[src/rtl/sensor_pkg.sv]
// -----------------------------------------------------------------------------
// sensor_pkg
// Shared definitions for the sensor input path: the debounce state encoding
// and the default synchronizer and debounce depths used by sensor_debounce.
// -----------------------------------------------------------------------------
`timescale 1ns/1ps
package sensor_pkg;

  localparam int SENSOR_SYNC_STAGES = 2;
  localparam int SENSOR_DB_CYCLES   = 8;

  // LOW/HIGH are settled levels; *_PEND are qualifying a change of level.
  typedef enum logic [1:0] {
    LOW       = 2'b00,
    RISE_PEND = 2'b01,
    HIGH      = 2'b10,
    FALL_PEND = 2'b11
  } db_state_t;

  function automatic logic is_pending(input db_state_t s);
    return (s == RISE_PEND) || (s == FALL_PEND);
  endfunction

endpackage

[src/rtl/sensor_debounce_if.sv]
// -----------------------------------------------------------------------------
// sensor_debounce_if
// Bundles the raw sensor line, the sample tick and the conditioned outputs.
//   master : drives raw_in / en, observes the conditioned outputs
//   slave  : the debouncer itself
// -----------------------------------------------------------------------------
`timescale 1ns/1ps
interface sensor_debounce_if #(
  parameter int GLITCH_W = 8
);

  logic                raw_in;
  logic                en;
  logic                x_out;
  logic                rise_p;
  logic                fall_p;
  logic                busy;
  logic [GLITCH_W-1:0] glitch_cnt;

  modport master (
    output raw_in, en,
    input  x_out, rise_p, fall_p, busy, glitch_cnt
  );

  modport slave (
    input  raw_in, en,
    output x_out, rise_p, fall_p, busy, glitch_cnt
  );

endinterface

[src/rtl/sensor_sync.sv]
// -----------------------------------------------------------------------------
// sensor_sync
// N-flop synchronizer for an asynchronous single-bit input.
//   clk_i   : destination clock
//   rst_ni  : synchronous active-low reset, clears the chain to 0
//   async_i : asynchronous input
//   sync_o  : synchronized output (last stage of the chain)
// -----------------------------------------------------------------------------
`timescale 1ns/1ps
module sensor_sync #(
  parameter int STAGES = 2
) (
  input  logic clk_i,
  input  logic rst_ni,
  input  logic async_i,
  output logic sync_o
);

  if (STAGES < 2) begin : g_bad_stages
    $error("sensor_sync: STAGES must be >= 2");
  end

  logic [STAGES-1:0] chain_q;

  // NOTE: every flop in the chain is reset, not just the output stage, so a
  // stale level cannot ripple out of the chain after reset is released.
  always_ff @(posedge clk_i) begin
    if (!rst_ni) begin
      chain_q <= '0;
    end else begin
      // NOTE: non-blocking assignment is what makes each stage take the
      // previous stage's old value, i.e. a real shift register.
      chain_q <= {chain_q[STAGES-2:0], async_i};
    end
  end

  assign sync_o = chain_q[STAGES-1];

endmodule

[src/rtl/sensor_debounce.sv]
// -----------------------------------------------------------------------------
// sensor_debounce
// Conditions the raw sensor line for the sensor FSM: synchronizes it, accepts
// a level change only after DB_CYCLES consecutive en-qualified samples of the
// new level, emits one-cycle edge pulses and counts rejected changes.
//   CLK : clock, rising edge
//   MR  : synchronous active-low reset
//   bus : sensor_debounce_if.slave
//         raw_in, en                 -> inputs
//         x_out, rise_p, fall_p,
//         busy, glitch_cnt           -> outputs (all from registers)
// -----------------------------------------------------------------------------
`timescale 1ns/1ps
module sensor_debounce
  import sensor_pkg::*;
#(
  parameter int SYNC_STAGES = SENSOR_SYNC_STAGES,
  parameter int DB_CYCLES   = SENSOR_DB_CYCLES,
  parameter int CNT_W       = $clog2(DB_CYCLES),
  parameter int GLITCH_W    = 8
) (
  input  logic             CLK,
  input  logic             MR,
  sensor_debounce_if.slave bus
);

  if (DB_CYCLES < 2) begin : g_bad_db
    $error("sensor_debounce: DB_CYCLES must be >= 2");
  end

  // Count value on which the next agreeing sample commits the change.
  localparam logic [CNT_W-1:0] CNT_LAST = CNT_W'(DB_CYCLES - 1);
  localparam logic [CNT_W-1:0] CNT_ONE  = CNT_W'(1);

  logic                sync_q;
  db_state_t           state_q, state_d;
  logic [CNT_W-1:0]    cnt_q, cnt_d;
  logic [GLITCH_W-1:0] glitch_q, glitch_d;
  logic                glitch_inc;
  logic                rise_q, rise_d;
  logic                fall_q, fall_d;

  sensor_sync #(
    .STAGES (SYNC_STAGES)
  ) u_sync (
    .clk_i   (CLK),
    .rst_ni  (MR),
    .async_i (bus.raw_in),
    .sync_o  (sync_q)
  );

  // State register, counters and pulse registers.
  always_ff @(posedge CLK) begin
    if (!MR) begin
      state_q  <= LOW;
      cnt_q    <= '0;
      glitch_q <= '0;
      rise_q   <= 1'b0;
      fall_q   <= 1'b0;
    end else begin
      state_q  <= state_d;
      cnt_q    <= cnt_d;
      glitch_q <= glitch_d;
      rise_q   <= rise_d;
      fall_q   <= fall_d;
    end
  end

  // Next-state logic. Without en everything holds and no pulse is produced.
  always_comb begin
    // NOTE: defaults first so every path assigns every signal; this is what
    // keeps the block combinational instead of inferring latches.
    state_d    = state_q;
    cnt_d      = cnt_q;
    glitch_inc = 1'b0;
    rise_d     = 1'b0;
    fall_d     = 1'b0;

    if (bus.en) begin
      unique case (state_q)
        LOW: begin
          if (sync_q) begin
            state_d = RISE_PEND;
            cnt_d   = CNT_ONE;
          end
        end
        RISE_PEND: begin
          if (!sync_q) begin
            state_d    = LOW;
            cnt_d      = '0;
            glitch_inc = 1'b1;
          end else if (cnt_q == CNT_LAST) begin
            state_d = HIGH;
            cnt_d   = '0;
            rise_d  = 1'b1;
          end else begin
            cnt_d = cnt_q + 1'b1;
          end
        end
        HIGH: begin
          if (!sync_q) begin
            state_d = FALL_PEND;
            cnt_d   = CNT_ONE;
          end
        end
        FALL_PEND: begin
          if (sync_q) begin
            state_d    = HIGH;
            cnt_d      = '0;
            glitch_inc = 1'b1;
          end else if (cnt_q == CNT_LAST) begin
            state_d = LOW;
            cnt_d   = '0;
            fall_d  = 1'b1;
          end else begin
            cnt_d = cnt_q + 1'b1;
          end
        end
        default: begin
          state_d = LOW;
          cnt_d   = '0;
        end
      endcase
    end

    // Saturating: once all-ones the count sticks.
    glitch_d = (glitch_inc && (glitch_q != '1)) ? glitch_q + 1'b1 : glitch_q;
  end

  // Outputs decode straight from registers, so no input reaches an output
  // combinationally. x_out stays at the old level while a change is pending.
  always_comb begin
    bus.x_out      = (state_q == HIGH) || (state_q == FALL_PEND);
    bus.busy       = is_pending(state_q);
    bus.rise_p     = rise_q;
    bus.fall_p     = fall_q;
    bus.glitch_cnt = glitch_q;
  end

endmodule
[src/flat_wrapper.sv]
// flat-port wrapper written by rule: the top's interface ports become plain ports
module sensor_debounce_flat import sensor_pkg::*;
#(
  parameter int SYNC_STAGES = SENSOR_SYNC_STAGES,
  parameter int DB_CYCLES   = SENSOR_DB_CYCLES,
  parameter int CNT_W       = $clog2(DB_CYCLES),
  parameter int GLITCH_W    = 8
)
  (CLK, MR, bus_raw_in, bus_en, bus_x_out, bus_rise_p, bus_fall_p, bus_busy, bus_glitch_cnt);
  sensor_debounce_if #(.GLITCH_W(GLITCH_W)) bus_i ();
  input  logic CLK;
  input  logic MR;
  input wire logic [$bits(bus_i.raw_in)-1:0] bus_raw_in;
  input wire logic [$bits(bus_i.en)-1:0] bus_en;
  output wire logic [$bits(bus_i.x_out)-1:0] bus_x_out;
  output wire logic [$bits(bus_i.rise_p)-1:0] bus_rise_p;
  output wire logic [$bits(bus_i.fall_p)-1:0] bus_fall_p;
  output wire logic [$bits(bus_i.busy)-1:0] bus_busy;
  output wire logic [$bits(bus_i.glitch_cnt)-1:0] bus_glitch_cnt;
  assign bus_i.raw_in = bus_raw_in;
  assign bus_i.en = bus_en;
  assign bus_x_out = bus_i.x_out;
  assign bus_rise_p = bus_i.rise_p;
  assign bus_fall_p = bus_i.fall_p;
  assign bus_busy = bus_i.busy;
  assign bus_glitch_cnt = bus_i.glitch_cnt;
  sensor_debounce #(.SYNC_STAGES(SYNC_STAGES), .DB_CYCLES(DB_CYCLES), .CNT_W(CNT_W), .GLITCH_W(GLITCH_W)) u_core (.CLK(CLK), .MR(MR), .bus(bus_i));
endmodule
[config.mk]
export PLATFORM = sky130hd
export DESIGN_NAME = sensor_debounce_flat
export DESIGN_NICKNAME = d
export VERILOG_FILES = /design/src/rtl/sensor_pkg.sv /design/src/rtl/sensor_debounce_if.sv /design/src/rtl/sensor_sync.sv /design/src/rtl/sensor_debounce.sv /design/src/flat_wrapper.sv
export SDC_FILE = /design/constraint.sdc
export NUM_CORES = 1
export LEC_CHECK = 0
export CAP_MARGIN = 20
export CELL_PAD_IN_SITES_DETAIL_PLACEMENT = 1
export CELL_PAD_IN_SITES_GLOBAL_PLACEMENT = 1
export CORE_MARGIN = 10
export CORE_UTILIZATION = 25
export DETAILED_ROUTE_END_ITERATION = 10
export PLACE_DENSITY = 0.65
export SYNTH_ARGS = -nofsm -noshare
export SYNTH_HDL_FRONTEND = slang
export SYNTH_SLANG_ARGS = --single-unit
[constraint.sdc]
create_clock -name CLK -period 1.5 [get_ports CLK]
set_clock_uncertainty 0.05 [all_clocks]
set_input_delay 0.375 -clock CLK [delete_from_list [all_inputs] [get_ports CLK]]
set_output_delay 0.375 -clock CLK [all_outputs]
set_load 0.05 [all_outputs]
==> results.md <==
- Post-route antenna net violation count: 0
- Clock Sinks: 17
- Cell Count, Final, Fillers Out: 161
- Die height: 76.86 microns
- Avg Cell Area, Syn: 9.857 sq um
- Worst IR Drop VDD: 465.7 uV
- CP cell instances: xnor2_2 -> buf_4 -> o2111ai_4 -> or4_4 -> a21boi_1
- RSZ-0062 raised after global routing: true
- CTS tree: done
- Critical path's top delay family: simple AND/OR/NAND/NOR gates
- Final Hold Vio Count: 0
- Worst Setup End Kind: flop
- FF+latch count, synth: 17
- Post-route cell area: 1391 sq um
- Cell variety after synth: 30
- CP max-delay cell: or4_4
- Ys Warns: 0
- Tmin final: 1.510 ns
- Final cell utilization of the core: 0.4520
- Antenna cells: 0
- Clk pin slew, worst setup/hold paths: 0.11 ns
- Post-place instance area: 1246 sq um
- Worst min path class: flop to flop
- Failing checks: setup timing
- FMAX: 0.6624 GHz
- Max stage delay on crit path: 0.44 ns
- Core ar.: 3078 sq um
- Pre-CTS setup slack: -0.4424 ns
- Pins Over Slew Limit: 0
- Die Area: 5907 sq um
- CP max FO: 6
- Critical Path RT: 1.68 ns
- Layout area overhead: 72.14%
- Most frequent cell after synthesis: dfxtp_1
- Largest net degree at the start of global routing: 13
- Max Cap Viol: 0
- EDFF count, synth: 0
- Mapped Cells: 82
- Share of layout cells above drive strength 1: 0.5043
- WP buf/inv: 1
- Starting Density: 0.2626
- Final setup violation count: 2
- Critical path class: flop to flop
- Share of the synthesized area in the top cell type: 0.4211
- Relative slew margins: 0.8164
- H-tree Lvls: 1
- GRT overflow: 0
- Vias per std cell: 4.789
- Design Power: 0.7701 mW
- DIE WIDTH: 76.86 microns
- Actual slew at the worst max-slew pin: 0.2750 ns
- Main synth FF type: dfxtp_1
- CP Launch Type: flop
- Clk buf depth: 2
- Filler Cell Count: 341
- IO Port Bufs: 15
- Sequential fraction of the synthesis area: 0.4211
- Final wirelength: 2.282 mm
- DR pass1 iterations: 4
- Post-DP HPWL: 1.679 mm
- Top post-synthesis cells by area: dfxtp_1 (42%), a21boi_1 (5.6%), ha_1 (4.6%)
- Register area: 359.1 sq um
- Cells after DPL: 152
- Row count: 20
- GPL Wtd Cong: 0.7878
- Crit share post-route: 1.006
- Post-synth ARST share: 0
- Initial antenna violation count: 0
- Multi-input logic area: 508.0 sq um
- Residual DRC count: 0
- Nets: 125
- Leading area contributor after synthesis: dfxtp_1
- Drt wl/cell: 14.17 microns
- I/O Pins: 16
- Vias in the first global route: 788
- Pwr per Cell Area: 553.5 nW/um^2
- Final setup margin: -0.009683 ns
- Post-Syn Nets: 89
- Root buffer cell: clkbuf_4
- Status: finished with violations
- First-pass GRT wire length: 3.608 mm
- CTS Buf Count: 3
- Clk_lat worst skew: 0.29 ns
- Cell Area, Synth: 808.3 sq um
- CTS Hold Bufs: 0
- Critical Path AT: 1.69 ns
- Leakage: 0.5269 nW
- Via Count: 771
- Synth cell count leaders: dfxtp_1 (17), a21boi_1 (6), nand3_1 (6), o21ai_0 (5), nor2b_1 (4)
- Total track usage: 0.07315
- Iteration-0 DRC count of the detailed router: 26
==> area by class of cell <==
type                            instances  area share
Tap cell                               44     0.03957
Inverter                                2    0.005396
Clock buffer                            3     0.01619
Sequential cell                        17      0.2581
Multi-Input combinational cell         58      0.3651
Timing Repair Buffer                   36      0.3121
Clock inverter                          1    0.003597
==> cell families after synthesis <==
| group | Yosys count | synth area share |
|---|---|---|
| adder cells (fa/ha/maj) | 3 | 0.04644 |
| flip-flops | 17 | 0.4211 |
| AND/OR/NAND/NOR | 29 | 0.2183 |
| buffers and inverters | 8 | 0.06812 |
| multiplexers | 3 | 0.03715 |
| AO/OA/AOI/OAI | 19 | 0.1672 |
| XOR/XNOR | 3 | 0.04181 |
==> state kept, by name (all words and copies together), names as in the netlist, named ones only <==
signal                 flops
u_core.u_sync.chain_q      2
u_core.state_q             1
u_core.bus.rise_p          1
u_core.bus.fall_p          1
u_core.bus.glitch_cnt      8
u_core.cnt_q               3
==> where the power goes <==
group	total [mW]	internal (mW)	switching (mW)
registers	0.456	0.452	0.00387
logic	0.0648	0.0353	0.0294
clock network	0.249	0.0992	0.150
total	0.770	0.587	0.183
==> placed cells by master, fill, tap and decap left out, drive strengths merged, types with 4 or more instances in the layout <==
cell	synthesis	layout
buf	3	33
dfxtp	17	17
a21boi	7	7
nand3	6	6
o21ai	5	5
nor2b	4	4
==> routing by layer <==
metal / vias up / wire, microns / GRT usage
met2: 18 / 1209 / 0.1349
met4: 0 / 16 / 0.02230
met1: 382 / 956 / 0.07774
met3: 2 / 99 / 0.02098
met5: - / 0 / 0
li1: 369 / - / -
==> metrics by stage <==
step                hold slack, ns  TNS [ns]
floorplan                   0.3619         0
global placement            0.3699    -2.645
detailed placement          0.3796    -3.477
CTS                         0.4069   -0.1623
global route                0.4169   -0.4431
finish                      0.3999  -0.01023
==> final timing paths <==
kind | start | endpoint | slack [ns] | cells past startpoint
worst max-delay path | u_core.u_sync.chain_q[1] | u_core.bus.glitch_cnt[6] | -0.01 | 5
worst min-delay path | u_core.u_sync.chain_q[0] | u_core.u_sync.chain_q[1] | 0.40 | 1
worst max register to register | u_core.u_sync.chain_q[1] | u_core.bus.glitch_cnt[6] | -0.01 | 5
worst min register to register | u_core.u_sync.chain_q[0] | u_core.u_sync.chain_q[1] | 0.40 | 1
==> timing repair <==
item                       4_1_cts  5_1_grt
setup endpoints to repair        8       10
buffers inserted                 1        3
gates cloned                     0        1
gates resized for setup          1       13
pin swaps                        1        6
No activity file was read; power rests on OpenSTA's default activity.
